`config.mk`:
```
export PLATFORM = sky130hd
export DESIGN_NAME = hazard_control_unit
export DESIGN_NICKNAME = d
export VERILOG_FILES = /design/src/rtl/hazard_control_unit.sv
export SDC_FILE = /design/constraint.sdc
export NUM_CORES = 1
export LEC_CHECK = 0
export ABC_AREA = 1
export CAP_MARGIN = 20
export CORE_AREA = 2 2 79 81
export CTS_BUF_LIST = sky130_fd_sc_hd__clkbuf_4 sky130_fd_sc_hd__clkbuf_8
export DETAILED_ROUTE_END_ITERATION = 12
export DIE_AREA = 0 0 81 83
export DONT_BUFFER_PORTS = 1
export PLACE_DENSITY_LB_ADDON = 0.25
export SLEW_MARGIN = 15
export SYNTH_ARGS = -nofsm -noshare
export SYNTH_HDL_FRONTEND = slang
export SYNTH_SLANG_ARGS = --single-unit
export TNS_END_PERCENT = 10
```
`constraint.sdc`:
```
create_clock -name Clk -period 2.4 [get_ports Clk]
set_clock_uncertainty 0.2 [all_clocks]
set_input_delay 0.24 -clock Clk [delete_from_list [all_inputs] [get_ports Clk]]
set_output_delay 0.24 -clock Clk [all_outputs]
set_load 0.05 [all_outputs]
```
`src/rtl/hazard_control_unit.sv`:
```
// Pipeline hazard controller for the 5-stage core: load-use stalls, taken-branch flushes,
// data-memory wait freezes, plus stall/flush performance counters and a sticky timeout flag.
module hazard_control_unit #(
    parameter int unsigned LOAD_STALL_CYCLES = 1,
    parameter int unsigned MEM_TIMEOUT       = 255,
    parameter logic [4:0]  ZERO_REG          = 5'd0,
    parameter int unsigned CNT_W             = 16
) (
    input  logic             Clk,
    input  logic             Reset,
    input  logic [4:0]       IFID_rm,
    input  logic [4:0]       IFID_rn,
    input  logic             IFID_UsesRm,
    input  logic             IFID_UsesRn,
    input  logic             IDEX_MemRead,
    input  logic [4:0]       IDEX_WriteRegister,
    input  logic             BranchTaken,
    input  logic             EXMEM_MemAccess,
    input  logic             DMemReady,
    output logic             PCWrite,
    output logic             IFID_Write,
    output logic             IDEX_Bubble,
    output logic             IDEX_Write,
    output logic             EXMEM_Write,
    output logic             MEMWB_Bubble,
    output logic             IFID_Flush,
    output logic             IDEX_Flush,
    output logic             EXMEM_Flush,
    output logic [CNT_W-1:0] StallCount,
    output logic [CNT_W-1:0] FlushCount,
    output logic             MemTimeout
);

    // state      | meaning
    // RUN        | normal flow, load-use hazards detected here
    // LOAD_STALL | extra load-use bubbles still owed (stall_cnt_q remaining)
    // MEM_WAIT   | pipeline frozen on a data-memory access
    typedef enum logic [1:0] {
        RUN        = 2'd0,
        LOAD_STALL = 2'd1,
        MEM_WAIT   = 2'd2
    } state_t;

    localparam logic [1:0] STALL_INIT = 2'(LOAD_STALL_CYCLES - 1);

    state_t             state_q, state_d;
    logic [1:0]         stall_cnt_q, stall_cnt_d;
    logic [15:0]        wait_cnt_q, wait_cnt_d;
    logic [CNT_W-1:0]   stall_count_q, stall_count_d;
    logic [CNT_W-1:0]   flush_count_q, flush_count_d;
    logic               mem_timeout_q, mem_timeout_d;

    logic mem_wait;
    logic load_use;

    assign mem_wait = EXMEM_MemAccess & ~DMemReady;
    assign load_use = IDEX_MemRead & (IDEX_WriteRegister != ZERO_REG) &
                      ((IFID_UsesRm & (IDEX_WriteRegister == IFID_rm)) |
                       (IFID_UsesRn & (IDEX_WriteRegister == IFID_rn)));

    always_comb begin
        PCWrite       = 1'b1;
        IFID_Write    = 1'b1;
        IDEX_Bubble   = 1'b0;
        IDEX_Write    = 1'b1;
        EXMEM_Write   = 1'b1;
        MEMWB_Bubble  = 1'b0;
        IFID_Flush    = 1'b0;
        IDEX_Flush    = 1'b0;
        EXMEM_Flush   = 1'b0;
        state_d       = state_q;
        stall_cnt_d   = stall_cnt_q;
        wait_cnt_d    = 16'd0;
        stall_count_d = stall_count_q;
        flush_count_d = flush_count_q;
        mem_timeout_d = mem_timeout_q;

        if (Reset) begin
            IFID_Flush  = 1'b1;
            IDEX_Flush  = 1'b1;
            EXMEM_Flush = 1'b1;
            state_d     = RUN;
        end else if (mem_wait) begin
            PCWrite      = 1'b0;
            IFID_Write   = 1'b0;
            IDEX_Write   = 1'b0;
            EXMEM_Write  = 1'b0;
            MEMWB_Bubble = 1'b1;
            state_d      = MEM_WAIT;
            wait_cnt_d   = (wait_cnt_q == 16'hFFFF) ? wait_cnt_q : wait_cnt_q + 16'd1;
            if (32'(wait_cnt_d) >= MEM_TIMEOUT) begin
                mem_timeout_d = 1'b1;
            end
        end else if (BranchTaken) begin
            // the stalled consumer is on the wrong path, so any owed bubbles are dropped
            IFID_Flush    = 1'b1;
            IDEX_Flush    = 1'b1;
            EXMEM_Flush   = 1'b1;
            flush_count_d = flush_count_q + 1'b1;
            stall_cnt_d   = 2'd0;
            state_d       = RUN;
        end else begin
            case (state_q)
                RUN: begin
                    if (load_use) begin
                        PCWrite     = 1'b0;
                        IFID_Write  = 1'b0;
                        IDEX_Bubble = 1'b1;
                        if (LOAD_STALL_CYCLES > 1) begin
                            stall_cnt_d = STALL_INIT;
                            state_d     = LOAD_STALL;
                        end
                    end
                end
                LOAD_STALL: begin
                    PCWrite     = 1'b0;
                    IFID_Write  = 1'b0;
                    IDEX_Bubble = 1'b1;
                    if (stall_cnt_q <= 2'd1) begin
                        stall_cnt_d = 2'd0;
                        state_d     = RUN;
                    end else begin
                        stall_cnt_d = stall_cnt_q - 2'd1;
                    end
                end
                MEM_WAIT: begin
                    // resume a load-use stall that the memory freeze interrupted
                    state_d = (stall_cnt_q != 2'd0) ? LOAD_STALL : RUN;
                end
                default: begin
                    state_d     = RUN;
                    stall_cnt_d = 2'd0;
                end
            endcase
        end

        if (!Reset && !PCWrite) begin
            stall_count_d = stall_count_q + 1'b1;
        end
    end

    always_ff @(posedge Clk) begin
        if (Reset) begin
            state_q       <= RUN;
            stall_cnt_q   <= 2'd0;
            wait_cnt_q    <= 16'd0;
            stall_count_q <= '0;
            flush_count_q <= '0;
            mem_timeout_q <= 1'b0;
        end else begin
            state_q       <= state_d;
            stall_cnt_q   <= stall_cnt_d;
            wait_cnt_q    <= wait_cnt_d;
            stall_count_q <= stall_count_d;
            flush_count_q <= flush_count_d;
            mem_timeout_q <= mem_timeout_d;
        end
    end

    assign StallCount = stall_count_q;
    assign FlushCount = flush_count_q;
    assign MemTimeout = mem_timeout_q;

endmodule

```
==> implementation parameters <==
Parameter                              Value

Status
  Run status ... completed

Finish
  Number of filler instances in the final layout ... 510
  ANT cells ... 0
  Post-route cell area ... 3990 um2
  Sequential Area ... 1070 um2
  Area overhead of the layout relative to synthesis ... 19.7%
  Area taken by multi-input logic gates ... 1900 um2
  Layout cell share with drive strength beyond 1 ... 21.7%
  Final #Nets ... 574

STA
  Final TNS setup ... 0 ps
  Top achievable clock speed ... 434 MHz
  Setup slack of the critical path after layout ... 96.5 ps
  Hold violation count in the final report ... 0
  RSZ-0062 raised after global routing ... true
  Portion of the clock cycle consumed by the worst path in the final layout ... 96.0%
  Final-report setup violation count ... 0
  Measured slew at the worst slew-check pin ... 616 ps
  Final worst path period need ... 2300 ps
  Final slew viol count ... 0
  Slew HR ... 58.9%

Die
  Die Outline Area ... 6720 um2
  Initial cell density of the core ... 57.4%
  Die span in x ... 81 um
  Number of placement rows ... 28
  Number of I/O pins ... 65
  Height of the chip ... 83 um
  Placeable Area ... 5820 um2

Critical path
  Worst endpoint required time ... 2450 ps
  Slack of the worst reg-to-reg path ... 100 ps
  Critical path startpoint category ... flip-flop
  Critical path capture point type ... flip-flop
  Type of the setup path with the least slack ... flip-flop to flip-flop
  Critical Path Fanout Max ... 5
  Worst r2r path cells ... 10
  Data arrival at the endpoint of the critical path ... 2350 ps
  R2r startpoint ... StallCount[0]
  Reg2reg end ... StallCount[10]

Power and ir drop
  Cell internal power dissipation ... 1.26 mW
  Switching power share of the total ... 25.5%
  Cell leakage power ... 1.85 nW
  Max rail drop VDD ... 375 uV
  Proportion of power drawn by flip-flops and latches ... 53.3%
  Fraction of power consumed by the clock network ... 36.8%
  Net Switching ... 0.430 mW
  Comb power frac ... 9.9%
  Power density normalized to cell area ... 422 nW/um2

Clock tree
  CTS HTree Levels ... 2
  Clock Sink Count ... 53
  Clock buffers created by TritonCTS ... 5
  Root buf cell ... sky130_fd_sc_hd__clkbuf_8
  Clock latency on the worst-skew pair ... 310 ps
  Clock buffer depth ... 2
  Clock tree from TritonCTS ... done
  Post-CTS setup repair buffer count ... 0
  Register clock-pin slew on the reported worst setup and hold paths ... 110 ps

Synthesis
  Combinational family with the most area after synthesis ... simple AND/OR/NAND/NOR gates
  Post-synth ARST share ... 0%
  Most common library cells after synthesis ... sky130_fd_sc_hd__nand2_1 (117), sky130_fd_sc_hd__inv_1 (60), sky130_fd_sc_hd__dfxtp_1 (53), sky130_fd_sc_hd__nor2_1 (50), sky130_fd_sc_hd__nand3_1 (39)
  Sequential cell area fraction in the yosys report ... 31.8%
  Syn Nets ... 519
  Number of register bits inferred by synthesis ... 53
  Multiplexer share of the synthesized area ... 0%
  Area fraction of the dominant cell type after synthesis ... 31.8%
  Synthesis warning total ... 0
  Average footprint of a synthesized cell ... 6.77 um2
  Leading register cell type out of synthesis ... sky130_fd_sc_hd__dfxtp_1
  Post-Synth Adder-Cell Area ... 1.13%
  Top cells by area in the synthesized netlist ... sky130_fd_sc_hd__dfxtp_1 (32%), sky130_fd_sc_hd__nand2_1 (13%), sky130_fd_sc_hd__inv_1 (6.8%), sky130_fd_sc_hd__nand3_1 (5.9%), sky130_fd_sc_hd__nor2_1 (5.6%)
  Cell type with the largest total area after synthesis ... sky130_fd_sc_hd__dfxtp_1
  Xor and xnor fraction of the mapped netlist area ... 4.95%
  Most instantiated library cell after synthesis ... sky130_fd_sc_hd__nand2_1
  Fraction of the mapped netlist area in simple logic gates ... 39.2%
  Compound-cell area share of the yosys netlist ... 11.0%
  Post-Synthesis Cell Area ... 3340 um2
  Number of library cell types mapped by synthesis ... 38
  Cell count after synthesis ... 493
  Count of flip-flops with a built-in enable after synthesis ... 0

Placed design
  Number of I/O port buffers ... 0
  Placed standard-cell area ... 3580 um2
  Dpl hpwl ... 5300 um
  Placement Setup Slack ... 390 ps
  Final Wtd Congestion ... 0.868

Run
  Count of maximum capacitance violations ... 0

Global route
  First-pass GRT wire length ... 13000 um
  Leftover overflow at the end of global routing ... 0
  Most congested layer reported by global routing ... met2
  Met2 GRT Util ... 41.2%
  Met3 capacity usage during global routing ... 4.78%
  Maximum number of pins on one net before global-route repair ... 25
  Total global-route track usage ... 23.5%
  Number of global-route vias before repair ... 3102
  Antenna violations before repair ... 0
  M1 GR Usage ... 28.5%

Routing
  Router iterations before antenna repair ... 4
  Final Routed Wirelength ... 7660 um
  Detailed-route wire length per cell ... 12.3 um
  DRC violation count after routing ... 0
  Via Count ... 3291
  Antenna violation net count after detailed routing ... 0
  Number of design-rule violations left by the first detailed-router iteration ... 165
  Vias/cell ... 5.27

Hold path
  Type of the tightest min-delay check ... input port to flip-flop
  Cells on Worst Hold Path ... 3
  Worst min-delay path startpoint ... Reset
  Endpoint of the worst hold path ... MemTimeout
[power groups by stage]
stage	sequential (mW)	combinational, mW	clock (mW)
final	0.898	0.167	0.620
after global routing	0.900	0.182	0.672
after floorplan	0.934	0.121	0
after global placement	0.917	0.147	0
after CTS	0.897	0.164	0.630
after detailed placement	0.917	0.151	0
[per-layer routing]
layer	share of wire, %	up-vias
met5	0	-
met4	0.84	0
met3	5.5	6
met2	51	91
met1	43	1526
li1	-	1668
[registers in the layout (all words and copies together) (netlist names)]
name,flops
FlushCount,16
StallCount,16
wait_cnt_q,16
stall_cnt_q,2
state_q,2
MemTimeout,1
[stage by stage]
| step | hold slack, ps | util (%) | power [mW] | std cells |
|---|---|---|---|---|
| after floorplan | 195 | - | 1.05 | 493 |
| after global placement | 109 | 61.5 | 1.06 | 589 |
| after detailed placement | 111 | 61.5 | 1.07 | 589 |
| after CTS | 2.23 | 68.1 | 1.69 | 624 |
| after global routing | 20.9 | 68.7 | 1.75 | 624 |
| final | 4.65 | 68.7 | 1.69 | 624 |
[worst max-delay path by stage]
stage | slack [ps] | start | end | depth (start not counted)
final | 100 | StallCount[0] | StallCount[10] | 10
after global routing | -30 | StallCount[0] | StallCount[10] | 10
after CTS | 8 | BranchTaken | PCWrite | 8
after detailed placement | 390 | wait_cnt_q[0] | MemTimeout | 11
after global placement | 410 | wait_cnt_q[0] | MemTimeout | 11
after floorplan | 360 | StallCount[1] | StallCount[10] | 9
[logic make-up after synthesis]
logic type	after synthesis
adders and majority gates	3
xor gates and xnor gates	18
DFF	53
AOI/OAI and AO/OA	61
buffers and inverters	85
and+or+nand+nor	273
[critical path, stage by stage (launching register included)]
cell,delay (ps)
sky130_fd_sc_hd__dfxtp_2,390
sky130_fd_sc_hd__ha_1,190
sky130_fd_sc_hd__nand3_1,140
sky130_fd_sc_hd__inv_2,90
sky130_fd_sc_hd__nand3_2,120
sky130_fd_sc_hd__nor2_4,120
sky130_fd_sc_hd__nand2_1,70
sky130_fd_sc_hd__xnor2_1,170
sky130_fd_sc_hd__nand2_2,80
sky130_fd_sc_hd__a21oi_2,120
sky130_fd_sc_hd__dlygate4sd3_1,560
[cell type report]
cell class	instances	area share [%]
Timing Repair Buffer	62	13.7
Tap cell	75	2.35
Multi-Input combinational cell	355	47.6
Clock inverter	3	1.10
Clock buffer	5	1.72
Sequential cell	53	26.8
Inverter	71	6.80
[cells in the final DEF, fill, tap and decap left out, types with 2 or more instances in the layout]
cell type / Yosys / final
sky130_fd_sc_hd__a21oi_1: 25 / 25
sky130_fd_sc_hd__inv_6: 1 / 2
sky130_fd_sc_hd__dlygate4sd3_1: 0 / 26
sky130_fd_sc_hd__nor2_4: 4 / 5
sky130_fd_sc_hd__o21ai_1: 4 / 4
sky130_fd_sc_hd__o21a_1: 3 / 3
sky130_fd_sc_hd__nand3_1: 39 / 39
sky130_fd_sc_hd__a31oi_1: 2 / 2
sky130_fd_sc_hd__nor2_1: 50 / 50
sky130_fd_sc_hd__nand4_1: 14 / 14
sky130_fd_sc_hd__nand3_2: 2 / 2
sky130_fd_sc_hd__inv_2: 10 / 11
sky130_fd_sc_hd__xnor2_1: 6 / 6
sky130_fd_sc_hd__dfxtp_1: 53 / 47
sky130_fd_sc_hd__inv_1: 60 / 59
sky130_fd_sc_hd__nor3_1: 6 / 5
sky130_fd_sc_hd__nand2_1: 117 / 117
sky130_fd_sc_hd__clkbuf_8: 1 / 5
sky130_fd_sc_hd__nor2_2: 10 / 9
sky130_fd_sc_hd__a21oi_2: 11 / 11
sky130_fd_sc_hd__o21ai_0: 13 / 13
sky130_fd_sc_hd__nor3_2: 2 / 3
sky130_fd_sc_hd__ha_1: 3 / 3
sky130_fd_sc_hd__dfxtp_2: 0 / 6
sky130_fd_sc_hd__xor2_1: 11 / 11
sky130_fd_sc_hd__o21bai_1: 2 / 2
sky130_fd_sc_hd__nand2_2: 18 / 18
sky130_fd_sc_hd__buf_4: 7 / 34
sky130_fd_sc_hd__nand2_4: 5 / 4
sky130_fd_sc_hd__nand3b_1: 2 / 2
[repair_timing]
item,CTS,global route
endpoints found under the hold margin,27,0
endpoints found under the setup margin,0,16
hold buffers,27,0
resized for setup,0,11
Note: power is estimated with default switching activity, not from simulation.
